===== src/rtl/rca_pipe_addsub.sv =====
// ---------------------------------------------------------------------------
// rca_pipe_addsub
//   Pipelined ripple-carry adder/subtractor with valid/ready flow control.
//   The operand is split into STAGES slices of W = DATA_WIDTH/STAGES bits.
//   Stage k ripples slice k. Untouched operand slices and finished result
//   slices travel alongside each beat in skew registers. The last stage is
//   the output register, so a beat appears STAGES cycles after it is
//   accepted. The whole pipe advances together and holds together, so
//   backpressure never drops or duplicates a beat.
//
//   Ports
//     clk        rising-edge clock
//     rst_n      synchronous reset, active-low
//     in_valid   operand beat valid
//     in_ready   block accepts a beat this cycle (= !out_valid | out_ready)
//     A, B       operands, DATA_WIDTH bits
//     CIN        carry-in (add) / borrow-in (sub)
//     SUB        0: A+B+CIN, 1: A-B-CIN
//     out_valid  result valid
//     out_ready  consumer accepts result
//     SUM        result modulo 2^DATA_WIDTH
//     COUT       carry-out (add) / borrow-out (sub)
//     OVF        signed two's-complement overflow
//     ZERO       SUM == 0
//
//   DATA_WIDTH must be a multiple of STAGES, and 1 <= STAGES <= DATA_WIDTH.
// ---------------------------------------------------------------------------
module rca_pipe_addsub #(
    parameter int DATA_WIDTH = 8,
    parameter int STAGES     = 2
) (
    input  logic                  clk,
    input  logic                  rst_n,
    input  logic                  in_valid,
    output logic                  in_ready,
    input  logic [DATA_WIDTH-1:0] A,
    input  logic [DATA_WIDTH-1:0] B,
    input  logic                  CIN,
    input  logic                  SUB,
    output logic                  out_valid,
    input  logic                  out_ready,
    output logic [DATA_WIDTH-1:0] SUM,
    output logic                  COUT,
    output logic                  OVF,
    output logic                  ZERO
);

    localparam int W    = DATA_WIDTH / STAGES;
    localparam int MSB  = DATA_WIDTH - 1;
    localparam int LAST = STAGES - 1;
    // Intermediate ranks between stages; STAGES=1 has none. A single rank is
    // kept in that case so that the arrays stay legal. That rank is never
    // read by a stage.
    localparam int PD   = (STAGES > 1) ? STAGES - 1 : 1;

    // Bit-level ripple over one slice: returns {carry_out, sum}.
    function automatic logic [W:0] rca_slice(input logic [W-1:0] a,
                                             input logic [W-1:0] b,
                                             input logic         cin);
        logic [W-1:0] s;
        logic         c;
        s = '0;
        c = cin;
        for (int i = 0; i < W; i++) begin
            s[i] = a[i] ^ b[i] ^ c;
            c    = (a[i] & b[i]) | (c & (a[i] ^ b[i]));
        end
        return {c, s};
    endfunction

    logic adv;

    // Operands entering each stage: stage 0 takes the ports, stage k>0
    // takes the rank written by stage k-1.
    logic [DATA_WIDTH-1:0] stg_a     [STAGES];
    logic [DATA_WIDTH-1:0] stg_bx    [STAGES];
    logic [DATA_WIDTH-1:0] stg_sum   [STAGES];
    logic                  stg_c     [STAGES];
    logic                  stg_sub   [STAGES];
    logic                  stg_valid [STAGES];

    // Stage results.
    logic [W:0]            slice_res [STAGES];
    logic [DATA_WIDTH-1:0] nxt_sum   [STAGES];
    logic                  nxt_c     [STAGES];

    // Intermediate skew/pipeline ranks.
    logic [DATA_WIDTH-1:0] pipe_a_d     [PD];
    logic [DATA_WIDTH-1:0] pipe_a_q     [PD];
    logic [DATA_WIDTH-1:0] pipe_bx_d    [PD];
    logic [DATA_WIDTH-1:0] pipe_bx_q    [PD];
    logic [DATA_WIDTH-1:0] pipe_sum_d   [PD];
    logic [DATA_WIDTH-1:0] pipe_sum_q   [PD];
    logic                  pipe_c_d     [PD];
    logic                  pipe_c_q     [PD];
    logic                  pipe_sub_d   [PD];
    logic                  pipe_sub_q   [PD];
    logic                  pipe_valid_d [PD];
    logic                  pipe_valid_q [PD];

    // Output register (the last stage).
    logic                  out_valid_d, out_valid_q;
    logic [DATA_WIDTH-1:0] sum_d, sum_q;
    logic                  cout_d, cout_q;
    logic                  ovf_d, ovf_q;
    logic                  zero_d, zero_q;
    logic                  load_out;

    always_comb begin
        adv = !out_valid_q | out_ready;

        for (int k = 0; k < STAGES; k++) begin
            if (k == 0) begin
                // Subtraction as A + ~B + ~CIN; the borrow-in becomes an inverted carry.
                stg_a[k]     = A;
                stg_bx[k]    = SUB ? ~B : B;
                stg_sum[k]   = '0;
                stg_c[k]     = SUB ? ~CIN : CIN;
                stg_sub[k]   = SUB;
                stg_valid[k] = in_valid;
            end else begin
                stg_a[k]     = pipe_a_q[k-1];
                stg_bx[k]    = pipe_bx_q[k-1];
                stg_sum[k]   = pipe_sum_q[k-1];
                stg_c[k]     = pipe_c_q[k-1];
                stg_sub[k]   = pipe_sub_q[k-1];
                stg_valid[k] = pipe_valid_q[k-1];
            end
            slice_res[k]          = rca_slice(stg_a[k][k*W +: W], stg_bx[k][k*W +: W], stg_c[k]);
            nxt_sum[k]            = stg_sum[k];
            nxt_sum[k][k*W +: W]  = slice_res[k][W-1:0];
            nxt_c[k]              = slice_res[k][W];
        end

        for (int j = 0; j < PD; j++) begin
            pipe_a_d[j]     = adv ? stg_a[j]     : pipe_a_q[j];
            pipe_bx_d[j]    = adv ? stg_bx[j]    : pipe_bx_q[j];
            pipe_sum_d[j]   = adv ? nxt_sum[j]   : pipe_sum_q[j];
            pipe_c_d[j]     = adv ? nxt_c[j]     : pipe_c_q[j];
            pipe_sub_d[j]   = adv ? stg_sub[j]   : pipe_sub_q[j];
            pipe_valid_d[j] = adv ? stg_valid[j] : pipe_valid_q[j];
        end

        // Result fields load only when a real beat arrives. A bubble
        // leaves the previous values in place.
        load_out    = adv & stg_valid[LAST];
        out_valid_d = adv ? stg_valid[LAST] : out_valid_q;
        sum_d       = load_out ? nxt_sum[LAST] : sum_q;
        cout_d      = load_out ? (stg_sub[LAST] ? ~nxt_c[LAST] : nxt_c[LAST]) : cout_q;
        ovf_d       = load_out ? ((stg_a[LAST][MSB] == stg_bx[LAST][MSB]) &
                                  (nxt_sum[LAST][MSB] != stg_a[LAST][MSB])) : ovf_q;
        zero_d      = load_out ? (nxt_sum[LAST] == '0) : zero_q;
    end

    always_ff @(posedge clk) begin
        if (!rst_n) begin
            for (int j = 0; j < PD; j++) begin
                pipe_a_q[j]     <= '0;
                pipe_bx_q[j]    <= '0;
                pipe_sum_q[j]   <= '0;
                pipe_c_q[j]     <= 1'b0;
                pipe_sub_q[j]   <= 1'b0;
                pipe_valid_q[j] <= 1'b0;
            end
            out_valid_q <= 1'b0;
            sum_q       <= '0;
            cout_q      <= 1'b0;
            ovf_q       <= 1'b0;
            zero_q      <= 1'b0;
        end else begin
            for (int j = 0; j < PD; j++) begin
                pipe_a_q[j]     <= pipe_a_d[j];
                pipe_bx_q[j]    <= pipe_bx_d[j];
                pipe_sum_q[j]   <= pipe_sum_d[j];
                pipe_c_q[j]     <= pipe_c_d[j];
                pipe_sub_q[j]   <= pipe_sub_d[j];
                pipe_valid_q[j] <= pipe_valid_d[j];
            end
            out_valid_q <= out_valid_d;
            sum_q       <= sum_d;
            cout_q      <= cout_d;
            ovf_q       <= ovf_d;
            zero_q      <= zero_d;
        end
    end

    assign in_ready  = adv;
    assign out_valid = out_valid_q;
    assign SUM       = sum_q;
    assign COUT      = cout_q;
    assign OVF       = ovf_q;
    assign ZERO      = zero_q;

endmodule


===== config.mk =====
export PLATFORM = sky130hd
export DESIGN_NAME = rca_pipe_addsub
export DESIGN_NICKNAME = d
export VERILOG_FILES = /design/src/rtl/rca_pipe_addsub.sv
export SDC_FILE = /design/constraint.sdc
export NUM_CORES = 1
export LEC_CHECK = 0
export BUFFER_PORTS_ARGS = -buffer_cell sky130_fd_sc_hd__buf_2
export CAP_MARGIN = 20
export CORE_MARGIN = 10
export CORE_UTILIZATION = 52
export CTS_BUF_LIST = sky130_fd_sc_hd__clkbuf_16
export DETAILED_ROUTE_END_ITERATION = 8
export GPL_TIMING_DRIVEN = 0
export PLACE_DENSITY = 0.86
export RECOVER_POWER = 25
export SLEW_MARGIN = 10
export SYNTH_ARGS = -nofsm -noshare
export SYNTH_HDL_FRONTEND = slang
export SYNTH_SLANG_ARGS = --single-unit
export TNS_END_PERCENT = 1

===== constraint.sdc =====
create_clock -name clk -period 2.75 [get_ports clk]
set_input_delay 0.275 -clock clk [delete_from_list [all_inputs] [get_ports clk]]
set_output_delay 0.275 -clock clk [all_outputs]
set_load 0.02 [all_outputs]

==> flow_summary.toml, run 1 <==
[status]
run_status = "finished clean"

[worst_setup_path]
cp_cell_sequence = "fa_1, inv_1, fa_1, inv_1, fa_1, inv_1, fa_2, xnor2_1, nand3_1, o32ai_2"
worst-path-stages = 10
critPathArrivalTime_ns = 2.78
critPathSlowestCell = "sky130_fd_sc_hd__fa_2"
critPathBufInv = 3
cp.required_ns = 2.93
worstSetupEndpoint = "OVF"
critPathLaunchType = "flip-flop"
critical_path.max_stage_delay_ns = 0.47
ff2ff_setup_slack_ns = 0.15
crit_fanout = 3
crit_path_start = "pipe_c_q[0]"
reg2regPathDepth = 10
cp-end-kind = "flip-flop"
worst-setup-path-type = "flip-flop to flip-flop"
source_of_the_worst_register_to_register_timing_path = "pipe_c_q[0]"
worst_path_dominant_cell_family = "adder cells"
r2r_end = "OVF"

[placement]
finalWeightedCongestion = 0.857
hpwlAfterDp_mm = 2.39
port-buffer-count = 33
detailedPlace.worstSlack_ns = 0.170
dpl.cell_count = 207

[global_routing]
antenna_violations_before_repair = 0
grtUsageTotal = 0.122
first_global_vias = 1140
global_route.overflow_total = 0
maximum_number_of_pins_on_one_net_before_global_route_repair = 15
grt_first_pass_wirelength_mm = 5.23

[pwr]
switching_power_mw = 0.278
internal_power_mw = 0.713
power.share.switching = 0.281
pd_cells_nw_per_um2 = 593
clkPwrFrac = 0.337
pwr-share-comb = 0.212
leakage_nw = 0.701
vdd_ir_drop_max_v = 0.000444
power.sequential.fraction = 0.452

[yosys]
yosys-top-cells-area = "sky130_fd_sc_hd__dfxtp_1 (38%), sky130_fd_sc_hd__fa_1 (11%), sky130_fd_sc_hd__a211oi_2 (7.0%)"
synth_area_per_cell_um2 = 9.86
synth_top_area_cell = "sky130_fd_sc_hd__dfxtp_1"
share_of_synthesized_registers_carrying_an_async_set_or_reset = 0
synth_area_um2 = 1420
ys_top_cells_by_count = "sky130_fd_sc_hd__dfxtp_1 (27), sky130_fd_sc_hd__nand2_1 (15), sky130_fd_sc_hd__inv_1 (12)"
synth_top_cell_area_share = 0.381
syn-instance-count = 144
synth_edf_count = 0
yosys_warnings = 0
total_of_flip_flops_plus_latches_after_synthesis = 27
synth.net_count = 175
synthMostInstantiatedCell = "sky130_fd_sc_hd__dfxtp_1"
ys_types = 28
synth_top_flop_cell = "sky130_fd_sc_hd__dfxtp_1"
portion_of_the_post_synthesis_area_used_by_sequential_elements = 0.381

[sta]
timing.final.crit_share = 0.945
post-route-worst-setup-slack_ns = 0.151
maxClockFrequency_ghz = 0.385
worst_slew_pin_slew_ns = 0.557
setup_repair_after_global_routing_missed_its_margin = "false"
timing.setup.tns_ns = 0
fin_crit_ns = 2.60
final-setup-viol-count = 0
timing.hold.ws_ns = 0.260
slew_violations = 0
relSlewSlack = 0.629
hold_viol_final = 0
finClkSkew_ns = 0.00294

[clock_network]
tritoncts_num_sinks = 27
clock_tree.buffer_depth = 2
post_cts.repair.setup_buffers = 0
cts_made_buffers = 3
cts_root_buf = "sky130_fd_sc_hd__clkbuf_16"
tritoncts_clock_tree = "yes"
cts_hold_buffers = 0
clkLatencyLatePin_ns = 0.26
ctsHtreeMaxLevel = 1
register_clock_pin_slew_on_the_reported_worst_setup_and_hold_paths_ns = 0.07

[detailed_routing]
routed_via_density = 5.26
drt-wirelength-per-cell_um = 14.8
ant_nets = 0
drt_pre_antenna_iters = 4
vias = 1110
drc_errors = 0
drtIter0Drc = 55
totalWireLength_mm = 3.13

[floorplan]
chipHeight_um = 72.3
std_cell_rows = 18
num_io_pins = 35
dieArea_um2 = 5220
initial_core_util = 0.558
coreArea_um2 = 2540
die_width_um = 72.3

[cells_and_area]
area_growth_pct = 17.7
layoutNonFillerInstCount = 211
ratio_of_cells_with_drive_above_1_in_the_final_layout = 0.331
final_nets = 213
num_antenna_cells = 0

[worst_hold_path]
hp-class = "input pin to flip-flop"

[job]
max_cap_viol_count = 0
placed cells by master, fill, tap and decap left out, drive strengths merged:
cell	n
a211oi	10
a21oi	17
buf	34
clkbuf	11
dfxtp	27
fa	8
ha	1
inv	15
nand2	16
nand3	9
nand4	1
nor2	10
nor2b	1
nor4	1
o21ai	7
o22ai	1
o32ai	1
xnor2	7
xor2	4
power by group through the flow:
stage | logic [mW] | registers [mW] | clock network [mW]
floorplan | 0.142 | 0.465 | 0
global placement | 0.205 | 0.454 | 0
detailed placement | 0.213 | 0.456 | 0
CTS | 0.216 | 0.447 | 0.333
global route | 0.233 | 0.451 | 0.346
finish | 0.210 | 0.448 | 0.334
per-stage QoR:
step | power (mW) | util | cell area, µm²
after CTS | 0.996 | 0.669 | 1700
after floorplan | 0.606 | - | 1420
after detailed placement | 0.669 | 0.638 | 1620
after global placement | 0.659 | 0.638 | 1620
final | 0.991 | 0.657 | 1670
after global routing | 1.03 | 0.657 | 1670
how the worst min path moves through the flow:
stage	startpoint	to	slack, ns	cells after the start
floorplan	A[7]	pipe_a_q[0][7]	0.43	2
detailed placement	COUT	COUT	0.46	2
finish	A[6]	pipe_a_q[0][6]	0.26	3
global route	A[6]	pipe_a_q[0][6]	0.27	3
global placement	COUT	COUT	0.45	2
CTS	A[6]	pipe_a_q[0][6]	0.26	3
logic make-up after synthesis:
kind of cell             Yosys count  share of synthesized area
AO/OA/AOI/OAI                     36                      0.205
AND/OR/NAND/NOR                   38                      0.122
buffers and inverters             23                      0.102
flip-flops                        27                      0.381
XOR/XNOR                          11                     0.0678
adder cells (fa/ha/maj)            9                      0.122
layer usage:
metal  global-route usage  wire [µm]  up-vias
met3               0.0340        232        5
met2                0.194       1450       37
met1                0.146       1380      521
met4               0.0645         67        0
li1                     -          -      547
met5                    0          0        -
sequential cells by signal (all words and copies together) (netlist names):
signal	count
COUT	1
OVF	1
SUM	8
ZERO	1
out_valid	1
pipe_a_q	4
pipe_bx_q	4
pipe_c_q	1
pipe_sub_q	1
pipe_sum_q	4
pipe_valid_q	1
worst reg2reg max path: cells and delay by family (launching register included):
family          cells  cell delay, ns
fa+ha+maj           4            1.48
xor+xnor            1            0.15
simple gates        1            0.11
flops               1            0.33
buf+inv             3            0.24
compound gates      1            0.20
timing repair:
action                                  CTS  global route
hold endpoints to repair                  0             0
endpoints found under the setup margin    0             1
resized for setup                         0             1
layout make-up:
class                      instances  area, µm²
buffer                             9       71.3
clock buffer                       3       75.1
clock inverter                     1       3.75
fill                             211        873
inverter                          14       55.1
multi-input combinational         94        729
sequential                        27        541
tap                               30       37.5
timing repair buffer              33        159
No activity file was read; power rests on OpenSTA's default activity.
==> run 2: changes to the inputs <==
==> constraint.sdc (replaced) <==
create_clock -name clk -period 2.75 [get_ports clk]
set_input_delay 0.1375 -clock clk [delete_from_list [all_inputs] [get_ports clk]]
set_output_delay 0.1375 -clock clk [all_outputs]
set_load 0.02 [all_outputs]
==> run 2 against run 1 <==
Effect of this change: setup slack is essentially flat; critical path depth unchanged; sequential power hardly changed; clock skew about the same; core utilization is 0.84 points higher; sequential cell count stayed put; cell area up 1.3%; via count decreased by 0.18%; critical endpoint unchanged; highest routed layer unchanged.
==> flow_summary.toml, run 2 (synthesis results as in run 1) <==
[floorplan]
die_width_um = 72.3
std_cell_rows = 18
initial_core_util = 0.558
num_io_pins = 35
chipHeight_um = 72.3
coreArea_um2 = 2540
dieArea_um2 = 5220

[worst_setup_path]
critPathBufInv = 3
crit_fanout = 3
worst_path_dominant_cell_family = "adder cells"
cp.required_ns = 2.93
r2r_end = "OVF"
source_of_the_worst_register_to_register_timing_path = "pipe_c_q[0]"
critPathArrivalTime_ns = 2.78
worst-setup-path-type = "flip-flop to flip-flop"
ff2ff_setup_slack_ns = 0.15
critPathLaunchType = "flip-flop"
cp-end-kind = "flip-flop"
critPathSlowestCell = "sky130_fd_sc_hd__fa_2"
critical_path.max_stage_delay_ns = 0.47
reg2regPathDepth = 10
cp_cell_sequence = "fa_1, inv_1, fa_1, inv_1, fa_1, inv_1, fa_2, xnor2_1, nand3_1, o32ai_2"

[cells_and_area]
final_design_area_no_fill_um2 = 1690
finish.utilization = 0.665
most-common-layout-cells = "sky130_fd_sc_hd__dfxtp_1 (27), sky130_fd_sc_hd__buf_2 (26), sky130_fd_sc_hd__nand2_1 (15), sky130_fd_sc_hd__inv_1 (13)"
largest_register_ffs = 8
layout_commonest_cell = "sky130_fd_sc_hd__dfxtp_1"
num_antenna_cells = 0
ratio_of_cells_with_drive_above_1_in_the_final_layout = 0.331
final_nets = 213
layoutNonFillerInstCount = 211
area_growth_pct = 19.2

[placement]
detailedPlace.worstSlack_ns = 0.170
dpl.cell_count = 207
port-buffer-count = 33
hpwlAfterDp_mm = 2.39
finalWeightedCongestion = 0.857
post_dp_cell_area_um2 = 1620

[pwr]
post-layout-total-power_mw = 0.991
power.sequential.fraction = 0.452
pd_cells_nw_per_um2 = 585
clkPwrFrac = 0.334
pwr-share-comb = 0.214
vdd_ir_drop_max_v = 0.000444
internal_power_mw = 0.715
leakage_nw = 0.698
power.share.switching = 0.279
switching_power_mw = 0.276

[detailed_routing]
totalWireLength_mm = 3.12
drtIter0Drc = 47
vias = 1108
drt-wirelength-per-cell_um = 14.8
drc_errors = 0
ant_nets = 0
drt_pre_antenna_iters = 5
routed_via_density = 5.25

[global_routing]
grtUsageTotal = 0.122
global_route.overflow_total = 0
first_global_vias = 1140
grt_first_pass_wirelength_mm = 5.23
antenna_violations_before_repair = 0
maximum_number_of_pins_on_one_net_before_global_route_repair = 15

[sta]
setup_repair_after_global_routing_missed_its_margin = "false"
post-route-worst-setup-slack_ns = 0.151
timing.hold.ws_ns = 0.123
relSlewSlack = 0.827
hold_viol_final = 0
timing.setup.tns_ns = 0
maxClockFrequency_ghz = 0.385
fin_crit_ns = 2.60
timing.final.crit_share = 0.945
finClkSkew_ns = 0.00319
final-setup-viol-count = 0
slew_violations = 0
worst_slew_pin_slew_ns = 0.258

[clock_network]
post_cts.repair.setup_buffers = 0
register_clock_pin_slew_on_the_reported_worst_setup_and_hold_paths_ns = 0.07
cts_repair_resize_count = 0
clock_tree.buffer_depth = 2
clkLatencyLatePin_ns = 0.26
cts_root_buf = "sky130_fd_sc_hd__clkbuf_16"
tritoncts_num_sinks = 27
cts_hold_buffers = 0
tritoncts_clock_tree = "yes"
ctsHtreeMaxLevel = 1
cts_made_buffers = 3

[status]
run_status = "finished clean"

[worst_hold_path]
count_of_cells_along_the_worst_hold_path = 3
hp-class = "input pin to flip-flop"
holdPathEnd = "pipe_a_q[0][6]"
timing.hold.worst.start = "A[6]"

[job]
max_cap_viol_count = 0
run 2: cell count changes in the layout (fill, tap and decap cells not counted), sizes merged:
| cell | change |
|---|---|
| clkbuf | +1 |
| buf | -1 |
run 2: how the worst max path moves through the flow:
stage / start / end / slack [ns] / cells after the start
3_3_place_gp: pipe_c_q[0] / OVF / 0.20 / 10
6_report: pipe_c_q[0] / OVF / 0.15 / 10
3_5_place_dp: pipe_c_q[0] / OVF / 0.17 / 10
4_1_cts: pipe_c_q[0] / OVF / 0.14 / 10
5_1_grt: pipe_c_q[0] / OVF / 0.001 / 10
2_1_floorplan: pipe_c_q[0] / OVF / 0.33 / 10
run 2: cell type report:
cell class	count	area, µm²
fill	209	852
multi-input combinational	94	737
sequential	27	541
timing repair buffer	33	154
buffer	9	90.1
clock buffer	3	75.1
inverter	14	55.1
tap	30	37.5
clock inverter	1	3.75
run 2: power by group through the flow:
stage | logic, mW | registers, mW | clock network, mW
global route | 0.236 | 0.452 | 0.346
global placement | 0.205 | 0.454 | 0
floorplan | 0.142 | 0.465 | 0
finish | 0.212 | 0.448 | 0.331
detailed placement | 0.213 | 0.456 | 0
CTS | 0.216 | 0.447 | 0.333
run 2: worst register-to-register path, stage by stage, from the launching register on:
cell and delay, ns:
sky130_fd_sc_hd__dfxtp_1 0.33, sky130_fd_sc_hd__fa_1 0.43, sky130_fd_sc_hd__inv_1 0.09, sky130_fd_sc_hd__fa_1 0.16
sky130_fd_sc_hd__inv_1 0.05, sky130_fd_sc_hd__fa_1 0.42, sky130_fd_sc_hd__inv_1 0.10, sky130_fd_sc_hd__fa_2 0.47
sky130_fd_sc_hd__xnor2_1 0.15, sky130_fd_sc_hd__nand3_1 0.11, sky130_fd_sc_hd__o32ai_2 0.20
run 2: layer usage:
layer | share of wire | GRT usage | routed length [µm]
met4 | 0.021 | 0.0645 | 67
met2 | 0.46 | 0.194 | 1450
met1 | 0.43 | 0.146 | 1340
met3 | 0.085 | 0.0340 | 265
met5 | 0 | 0 | 0
==> run 3: changes to the inputs <==
- CORE_UTILIZATION: 52 -> 56
- PLACE_DENSITY: 0.86 -> 0.91
- clock period: 2.75 -> 3.1 ns (I/O delays scaled with it)
==> run 3 against run 2 <==
Effect of this change: worst hold slack better by 0.019 ns; count of clock-buffer cells in the layout is the same; die area down 5.2%; final cell count unchanged; core utilization up 2.4 points; critical path depth did not move; first-iteration DRC count up 36%; setup slack better by 0.32 ns; sequential power down 11%; cell area unchanged; largest cell class unchanged; highest routed layer unchanged.
==> flow_summary.toml, run 3 (synthesis results as in run 1) <==
[status]
run_status = "finished clean"

[detailed_routing]
drtIter0Drc = 64
routed_via_density = 5.40
drt_pre_antenna_iters = 4
drc_errors = 0
ant_nets = 0
totalWireLength_mm = 3.26
vias = 1139
drt-wirelength-per-cell_um = 15.5

[worst_hold_path]
timing.hold.worst.start = "A[7]"
count_of_cells_along_the_worst_hold_path = 3
hp-class = "input pin to flip-flop"
holdPathEnd = "pipe_a_q[0][7]"

[cells_and_area]
layout_commonest_cell = "sky130_fd_sc_hd__dfxtp_1"
most-common-layout-cells = "sky130_fd_sc_hd__dfxtp_1 (27), sky130_fd_sc_hd__buf_2 (25), sky130_fd_sc_hd__nand2_1 (15), sky130_fd_sc_hd__inv_1 (12), sky130_fd_sc_hd__clkbuf_1 (10)"
layout.filler_cells = 195
final_nets = 213
area_growth_pct = 19.2
num_antenna_cells = 0
multi_input_area_um2 = 734
final-seq-area_um2 = 541
ratio_of_cells_with_drive_above_1_in_the_final_layout = 0.326
largest_register_ffs = 8

[sta]
fin_crit_ns = 2.63
timing.final.crit_share = 0.849
slew_violations = 0
finClkSkew_ns = 0.00253
post-route-worst-setup-slack_ns = 0.468
timing.setup.tns_ns = 0
worst_slew_pin_slew_ns = 0.283
setup_repair_after_global_routing_missed_its_margin = "false"
maxClockFrequency_ghz = 0.380
hold_viol_final = 0
final-setup-viol-count = 0
timing.hold.ws_ns = 0.143
relSlewSlack = 0.810

[clock_network]
post_cts.repair.setup_buffers = 0
register_clock_pin_slew_on_the_reported_worst_setup_and_hold_paths_ns = 0.07
ctsHtreeMaxLevel = 1
cts_hold_buffers = 0
cts_repair_resize_count = 0
clkLatencyLatePin_ns = 0.26
clock_tree.buffer_depth = 2
tritoncts_clock_tree = "yes"
tritoncts_num_sinks = 27
cts_root_buf = "sky130_fd_sc_hd__clkbuf_16"
cts_made_buffers = 3

[pwr]
switching_power_mw = 0.249
leakage_nw = 0.689
pd_cells_nw_per_um2 = 522
power.share.switching = 0.282
clkPwrFrac = 0.336
internal_power_mw = 0.635
vdd_ir_drop_max_v = 0.000395
power.sequential.fraction = 0.450
pwr-share-comb = 0.213

[floorplan]
coreArea_um2 = 2450
die_width_um = 70.4
num_io_pins = 35
chipHeight_um = 70.4
initial_core_util = 0.578
std_cell_rows = 18
dieArea_um2 = 4950

[worst_setup_path]
cp-end-kind = "flip-flop"
critPathLaunchType = "flip-flop"
r2r_end = "OVF"
ff2ff_setup_slack_ns = 0.47
crit_fanout = 3
source_of_the_worst_register_to_register_timing_path = "pipe_c_q[0]"
reg2regPathDepth = 10
crit_path_start = "pipe_c_q[0]"
worst-setup-path-type = "flip-flop to flip-flop"
cp.required_ns = 3.27
critPathArrivalTime_ns = 2.81

[global_routing]
grtUsageTotal = 0.133
antenna_violations_before_repair = 0
maximum_number_of_pins_on_one_net_before_global_route_repair = 17
global_route.overflow_total = 0
grt_first_pass_wirelength_mm = 5.60
first_global_vias = 1215

[placement]
detailedPlace.worstSlack_ns = 0.504
finalWeightedCongestion = 0.845
hpwlAfterDp_mm = 2.55
port-buffer-count = 33

[job]
max_cap_viol_count = 0
-- run 3: changes by cell type in the layout (fill, tap and decap cells not counted) --
cell | previous run | this run
sky130_fd_sc_hd__buf_2 | 26 | 25
sky130_fd_sc_hd__clkbuf_1 | 9 | 10
sky130_fd_sc_hd__clkinvlp_4 | 0 | 1
sky130_fd_sc_hd__fa_1 | 7 | 8
sky130_fd_sc_hd__fa_2 | 1 | 0
sky130_fd_sc_hd__inv_1 | 13 | 12
-- run 3: power by group through the flow --
stage / Clock (mW) / Combinational, mW / Sequential [mW]
after global routing: 0.315 / 0.212 / 0.402
after detailed placement: 0 / 0.189 / 0.405
after global placement: 0 / 0.181 / 0.403
after CTS: 0.299 / 0.192 / 0.398
after floorplan: 0 / 0.126 / 0.412
final: 0.297 / 0.189 / 0.398
-- run 3: worst max-delay path, cell delays in order, from the launching register on --
cell                      delay [ns]
sky130_fd_sc_hd__dfxtp_1        0.33
sky130_fd_sc_hd__fa_1           0.42
sky130_fd_sc_hd__inv_1          0.09
sky130_fd_sc_hd__fa_1           0.17
sky130_fd_sc_hd__inv_1          0.05
sky130_fd_sc_hd__fa_1           0.40
sky130_fd_sc_hd__inv_1          0.10
sky130_fd_sc_hd__fa_1           0.46
sky130_fd_sc_hd__xnor2_1        0.19
sky130_fd_sc_hd__nand3_1        0.11
sky130_fd_sc_hd__o32ai_2        0.22
-- run 3: area by class of cell --
type                            instances  share of cell area
Multi-Input combinational cell         94               0.434
Tap cell                               30              0.0222
Clock inverter                          1             0.00443
Timing Repair Buffer                   33              0.0902
Buffer                                  9              0.0532
Inverter                               14              0.0325
Clock buffer                            3              0.0443
Sequential cell                        27               0.319
-- run 3: worst max path at each step --
stage / to / slack [ns] / cells past startpoint
final: OVF / 0.47 / 10
after global routing: OVF / 0.28 / 10
after CTS: OVF / 0.46 / 10
after detailed placement: OVF / 0.50 / 10
after global placement: OVF / 0.55 / 10
after floorplan: OVF / 0.68 / 10
-- run 3: per-stage QoR --
| stage | cells | utilization | instance area, µm² | total power [mW] |
|---|---|---|---|---|
| 4_1_cts | 211 | 0.695 | 1710 | 0.889 |
| 5_1_grt | 211 | 0.690 | 1690 | 0.928 |
| 3_3_place_gp | 207 | 0.661 | 1620 | 0.584 |
| 3_5_place_dp | 207 | 0.661 | 1620 | 0.595 |
| 2_1_floorplan | 144 | - | 1420 | 0.538 |
| 6_report | 211 | 0.690 | 1690 | 0.884 |
-- run 3: per-layer routing --
metal / part of all wire / vias to the layer above / track usage
met2: 0.49 / 50 / 0.228
li1: - / 551 / -
met1: 0.42 / 533 / 0.154
met5: 0 / - / 0
met3: 0.079 / 5 / 0.0339
met4: 0.013 / 0 / 0.0461
